`src/rtl/div_pkg.sv`:
```
// Shared types and helpers for the pipelined EX-stage divider.
package div_pkg;

    localparam int DIV_WIDTH_DEFAULT = 32;

    // Widest operand the helper below can describe.
    localparam int DIV_MAX_W = 64;

    typedef enum logic [1:0] {
        IDLE = 2'd0,
        CALC = 2'd1,
        DONE = 2'd2
    } div_state_e;

    // Quotient returned for a zero divisor: w ones, right-aligned.
    function automatic logic [DIV_MAX_W-1:0] div_zero_quot(input int w);
        logic [DIV_MAX_W-1:0] r;
        r = '0;
        for (int i = 0; i < DIV_MAX_W; i++) begin
            if (i < w) r[i] = 1'b1;
        end
        return r;
    endfunction

endpackage

```
`src/rtl/div_sign_cond.sv`:
```
// Two-lane conditional negate. Used both to take operand magnitudes
// and to restore the signs of quotient and remainder.
module div_sign_cond #(
    parameter int WIDTH = 32
) (
    input  logic [WIDTH-1:0] a,
    input  logic [WIDTH-1:0] b,
    input  logic             neg_a,
    input  logic             neg_b,
    output logic [WIDTH-1:0] a_out,
    output logic [WIDTH-1:0] b_out
);

    // Two's-complement negate of each lane when its flag is set.
    always_comb begin
        a_out = neg_a ? -a : a;
        b_out = neg_b ? -b : b;
    end

endmodule

```
`src/rtl/pipe_div_unit.sv`:
```
// Iterative restoring divider for the EX stage. One quotient bit per
// cycle, MSB first; zero divisor and signed overflow finish in one cycle.
// Optional macro DIV_SMALL_BYPASS_EN: finish in one cycle when
// |divisor| > |dividend| (quotient 0, remainder = dividend).
// WIDTH is limited to div_pkg::DIV_MAX_W.
module pipe_div_unit
    import div_pkg::*;
#(
    parameter int WIDTH = DIV_WIDTH_DEFAULT
) (
    input  logic             clk,
    input  logic             rst,
    input  logic             start,
    input  logic             is_signed,
    input  logic [WIDTH-1:0] dividend,
    input  logic [WIDTH-1:0] divisor,
    input  logic             flush,
    output logic             busy,
    output logic             stall_req,
    output logic             done,
    output logic [WIDTH-1:0] quotient,
    output logic [WIDTH-1:0] remainder
);

    localparam int               CNT_W   = $clog2(WIDTH);
    localparam logic [WIDTH-1:0] DZ_QUOT = WIDTH'(div_zero_quot(WIDTH));
    localparam logic [WIDTH-1:0] MIN_NEG = {1'b1, {(WIDTH-1){1'b0}}};

    div_state_e       state, state_nxt;
    logic [CNT_W-1:0] cnt;
    logic [WIDTH-1:0] part_rem;   // partial remainder
    logic [WIDTH-1:0] shreg;      // dividend bits out, quotient bits in
    logic [WIDTH-1:0] dvs_mag;
    logic             sign_q, sign_r;

    // Operand conditioning
    logic             dvd_neg, dvs_neg;
    logic [WIDTH-1:0] dvd_abs, dvs_abs;
    logic             div_zero, sovf, small_byp, fast, accept;
    logic [WIDTH-1:0] fast_q, fast_r;

    assign dvd_neg = is_signed & dividend[WIDTH-1];
    assign dvs_neg = is_signed & divisor[WIDTH-1];

    div_sign_cond #(.WIDTH(WIDTH)) u_op_cond (
        .a     (dividend),
        .b     (divisor),
        .neg_a (dvd_neg),
        .neg_b (dvs_neg),
        .a_out (dvd_abs),
        .b_out (dvs_abs)
    );

    assign div_zero = (divisor == '0);
    assign sovf     = is_signed & (dividend == MIN_NEG) & (divisor == '1);

`ifdef DIV_SMALL_BYPASS_EN
    assign small_byp = (dvs_abs > dvd_abs);
`else
    assign small_byp = 1'b0;
`endif

    assign fast   = div_zero | sovf | small_byp;
    assign accept = (state == IDLE) & start & ~flush;

    // Early-out results; zero divisor wins over the other shortcuts.
    always_comb begin
        fast_q = '0;
        fast_r = dividend;
        if (div_zero) begin
            fast_q = DZ_QUOT;
            fast_r = dividend;
        end else if (sovf) begin
            fast_q = dividend;
            fast_r = '0;
        end
    end

    // One restoring step: shift in next dividend bit, trial subtract.
    logic [WIDTH:0]   trial, diff;
    logic             qbit;
    logic [WIDTH-1:0] rem_nxt, sh_nxt;

    always_comb begin
        trial   = {part_rem, shreg[WIDTH-1]};
        diff    = trial - {1'b0, dvs_mag};
        qbit    = ~diff[WIDTH];
        rem_nxt = qbit ? diff[WIDTH-1:0] : trial[WIDTH-1:0];
        sh_nxt  = {shreg[WIDTH-2:0], qbit};
    end

    // Sign restore on the final step's raw magnitudes.
    logic [WIDTH-1:0] res_q, res_r;

    div_sign_cond #(.WIDTH(WIDTH)) u_res_cond (
        .a     (sh_nxt),
        .b     (rem_nxt),
        .neg_a (sign_q),
        .neg_b (sign_r),
        .a_out (res_q),
        .b_out (res_r)
    );

    // State register.
    always_ff @(posedge clk or posedge rst) begin
        if (rst) state <= IDLE;
        else     state <= state_nxt;
    end

    // Next-state and handshake outputs; flush always returns to IDLE.
    always_comb begin
        state_nxt = state;
        busy      = (state != IDLE);
        done      = (state == DONE) & ~flush;
        stall_req = accept | (state == CALC);
        case (state)
            IDLE:    if (accept) state_nxt = fast ? DONE : CALC;
            CALC:    if (cnt == '0) state_nxt = DONE;
            DONE:    state_nxt = IDLE;
            default: state_nxt = IDLE;
        endcase
        if (flush) state_nxt = IDLE;
    end

    // Operand latch, iteration, and result capture on entry to DONE.
    always_ff @(posedge clk or posedge rst) begin
        if (rst) begin
            cnt       <= '0;
            part_rem  <= '0;
            shreg     <= '0;
            dvs_mag   <= '0;
            sign_q    <= 1'b0;
            sign_r    <= 1'b0;
            quotient  <= '0;
            remainder <= '0;
        end else if (accept) begin
            part_rem <= '0;
            shreg    <= dvd_abs;
            dvs_mag  <= dvs_abs;
            sign_q   <= dvd_neg ^ dvs_neg;
            sign_r   <= dvd_neg;
            cnt      <= CNT_W'(WIDTH-1);
            if (fast) begin
                quotient  <= fast_q;
                remainder <= fast_r;
            end
        end else if ((state == CALC) && !flush) begin
            part_rem <= rem_nxt;
            shreg    <= sh_nxt;
            cnt      <= cnt - 1'b1;
            if (cnt == '0) begin
                quotient  <= res_q;
                remainder <= res_r;
            end
        end
    end

endmodule
```
`config.mk`:
```
export PLATFORM = sky130hd
export DESIGN_NAME = pipe_div_unit
export DESIGN_NICKNAME = d
export VERILOG_FILES = /design/src/rtl/div_pkg.sv /design/src/rtl/div_sign_cond.sv /design/src/rtl/pipe_div_unit.sv
export SDC_FILE = /design/constraint.sdc
export NUM_CORES = 1
export LEC_CHECK = 0
export ABC_AREA = 1
export BUFFER_PORTS_ARGS = -buffer_cell sky130_fd_sc_hd__buf_2
export CAP_MARGIN = 25
export CORE_UTILIZATION = 48
export CTS_CLUSTER_SIZE = 24
export DETAILED_ROUTE_END_ITERATION = 12
export GPL_ROUTABILITY_DRIVEN = 0
export GPL_TIMING_DRIVEN = 0
export PLACE_DENSITY = 0.67
export SYNTH_ARGS = -nofsm -noshare
export SYNTH_HDL_FRONTEND = slang
export SYNTH_SLANG_ARGS = --single-unit
```
`constraint.sdc`:
```
create_clock -name clk -period 6.2 [get_ports clk]
set_input_delay 1.24 -clock clk [delete_from_list [all_inputs] [get_ports clk]]
set_output_delay 1.24 -clock clk [all_outputs]
set_load 0.1 [all_outputs]
```
==> results.yml <==
power_and_ir_drop:
  p_leak_nw: 8.52
  comb_power_share_pct: 66.8
  ir_worst_vdd_uv: 298
  cellInternalPower_mw: 3.47
  switchingPower_mw: 4.45
  switching_share_pct: 56.2
  pwr-share-seq_pct: 19.5
  clockPowerShare_pct: 13.7
  p_per_area_nw_per_um2: 503
synth:
  postSynthCellCount: 2233
  async_flop_share_pct: 100
  synth-main-ff-cell: "dfrtp_1"
  synth_nets: 2342
  syn_avg_cell_area_um2: 6.27
  ys_types: 53
  synth_edf_count: 0
  ys_seq_area_share_pct: 30.2
  ys_warn_count: 0
  synth_seq_cells: 169
  syn-cell-area_um2: 14000
  synth_top_area_cell: "dfrtp_1"
  synth_top_area_share_pct: 30.2
  synth_area_leaders: "dfrtp_1, nand2_1, inv_1, nand3_1, nor2_1"
placed_design:
  dp_slack_ns: 0.968
  placed_cell_area_um2: 15200
  io_buffer_count: 135
  place_inst: 2753
  hpwlAfterDp_mm: 41.3
worst_setup_path:
  critPathKind: "register to register"
  reg2reg_depth: 31
  r2r-start: "shreg[31]"
  r2r_slack_ns: 0.65
  crit_path_max_incr_delay_ns: 0.57
  slowest_stage: "nor3_1"
  timing.rr.end: "quotient[26]"
  start_kind: "register"
  arrival_ns: 5.94
  required_ns: 6.59
  end_kind: "register"
  critPathMaxFanout: 10
  crit_path_start: "shreg[31]"
worst_hold_path:
  hold_class: "register to register"
  worstHoldEndpoint: "quotient[24]"
  hold_path_startpoint: "quotient[24]"
  whs_path_depth: 1
clocking:
  cts-htree-levels: 4
  clk_pin_slew_ns: 0.08
  cts_made_buffers: 17
  ctsResizeCount: 0
  cts_tree: "done"
  clock_path_buffers: 2
  cts.sinks: 169
  cts_hold_buf: 0
  post_cts_buffers: 0
  root_buffer: "clkbuf_16"
  clk_latency_ns: 0.46
floorplan:
  design.core.area_um2: 28700
  io_pins: 136
  die_x_um: 173
  dieArea_um2: 29900
  rows: 62
  die_h_um: 173
  initial_utilization_pct: 48.8
timing:
  setup_violations: 0
  hold_viol: 0
  min_period_ns: 5.55
  period_share_pct: 89.6
  slew_viol_final: 0
  timing.hold.ws_ns: 0.478
  finalClockSkew_ns: 0.0167
  worst_pin_slew_ns: 0.942
  fmax_mhz: 180
  max-slew-margin-rel_pct: 37.2
  setup_ws_ns: 0.647
  rsz0062_at_grt: "false"
global_route:
  antenna_found_initial: 0
  busiest_layer: "met2"
  use_met1_pct: 49.0
  met2_usage_pct: 50.1
  grt_max_degree: 107
  grt-ovfl-total: 0
  track_usage_pct: 34.8
  grt_pass1_vias: 14633
  met3_usage_pct: 9.30
  grt_first_pass_wirelength_mm: 80.1
final_layout:
  drive_above_1_share_pct: 11.2
  stdcell_count: 2786
  n_fill_cell: 2905
  area_delta_synth_final_pct: 12.6
  final_cell_mix: "nand2_1, inv_1, nor2_1"
  final_common_cell: "nand2_1"
  nets: 2497
  stdcell_area_um2: 15800
route:
  routed_via_density: 5.63
  drt_iter0_markers: 1856
  routedWlPerCell_um: 18.6
  via_count: 15679
  first_pass_iters: 6
  drc_errors: 0
  totalWireLength_mm: 51.7
  ant_nets: 0
job:
  drv_cap: 0
status:
  status: "completed"
==> cell families (layout without fill, tap and decap cells) <==
kind of cell	after synthesis	in the layout	share of synthesized area [%]
simple gates	1219	1219	37.7
buf+inv	427	595	12.1
compound gates	339	339	13.9
flops	169	169	30.2
fa+ha+maj	40	40	3.63
xor+xnor	39	39	2.44
other cells	0	1	0
==> cell type report <==
type | count | area, um2 | area share (%)
buffer | 75 | 380 | 2.41
timing repair buffer | 136 | 703 | 4.46
clock inverter | 15 | 151 | 0.960
sequential | 169 | 4230 | 26.8
inverter | 352 | 1330 | 8.42
multi-input combinational | 1637 | 8080 | 51.2
clock buffer | 17 | 425 | 2.70
tap | 384 | 480 | 3.05
antenna | 1 | 2.50 | 0.0159
==> how the worst max path moves through the flow <==
stage          slack [ns]            to  cells past startpoint
6_report             0.65  quotient[26]                     31
5_1_grt              0.34  quotient[28]                     31
4_1_cts              0.93  quotient[28]                     31
3_5_place_dp         0.97     stall_req                     10
3_3_place_gp        -1.74    dvs_mag[7]                      2
2_1_floorplan        0.38        cnt[0]                      1
==> routing by layer <==
metal	routed length [um]	vias up
met2	21100	881
met5	0	-
met1	22200	7187
li1	-	7480
met3	6440	131
met4	1990	0
==> power by group through the flow <==
stage / logic, mW / registers (mW) / clock network, mW
floorplan: 3.72 / 1.61 / 0
global placement: 5.08 / 1.55 / 0
detailed placement: 5.14 / 1.56 / 0
CTS: 5.17 / 1.54 / 1.10
global route: 5.87 / 1.56 / 1.13
finish: 5.30 / 1.54 / 1.09
==> critical path: cells and delay by family (launching register included) <==
family,cells,cell delay (ns)
and+or+nand+nor,17,2.37
AOI/OAI and AO/OA,5,1.09
adders and majority gates,3,0.86
buffers and inverters,6,0.79
DFF,1,0.36
==> state kept, by name (all words and copies together), names as in the netlist <==
register / flops
part_rem: 32
remainder: 32
state: 2
sign_q: 1
sign_r: 1
cnt: 5
quotient: 32
shreg: 32
dvs_mag: 32
==> synthesized netlist by cell type (all sizes together), types with 4 or more instances <==
cell type and count:
a21oi 92, a31oi 26, and2 5, buf 30, clkbuf 45, dfrtp 169, ha 39, inv 350
nand2 690, nand3 187, nand3b 10, nand4 38, nor2 250, nor3 24, nor4 8, o211ai 16
o21ai 135, o221ai 6, o22ai 43, o311ai 4, o31ai 5, or2 5, xnor2 11, xor2 28
==> metrics by stage <==
step	utilization [%]	setup TNS [ns]	power, mW
floorplan	-	0	5.33
global placement	52.8	-288.39	6.63
detailed placement	53.0	0	6.70
CTS	55.0	0	7.80
global route	55.0	0	8.56
finish	55.0	0	7.93
Power figures use the tool's default switching activity.
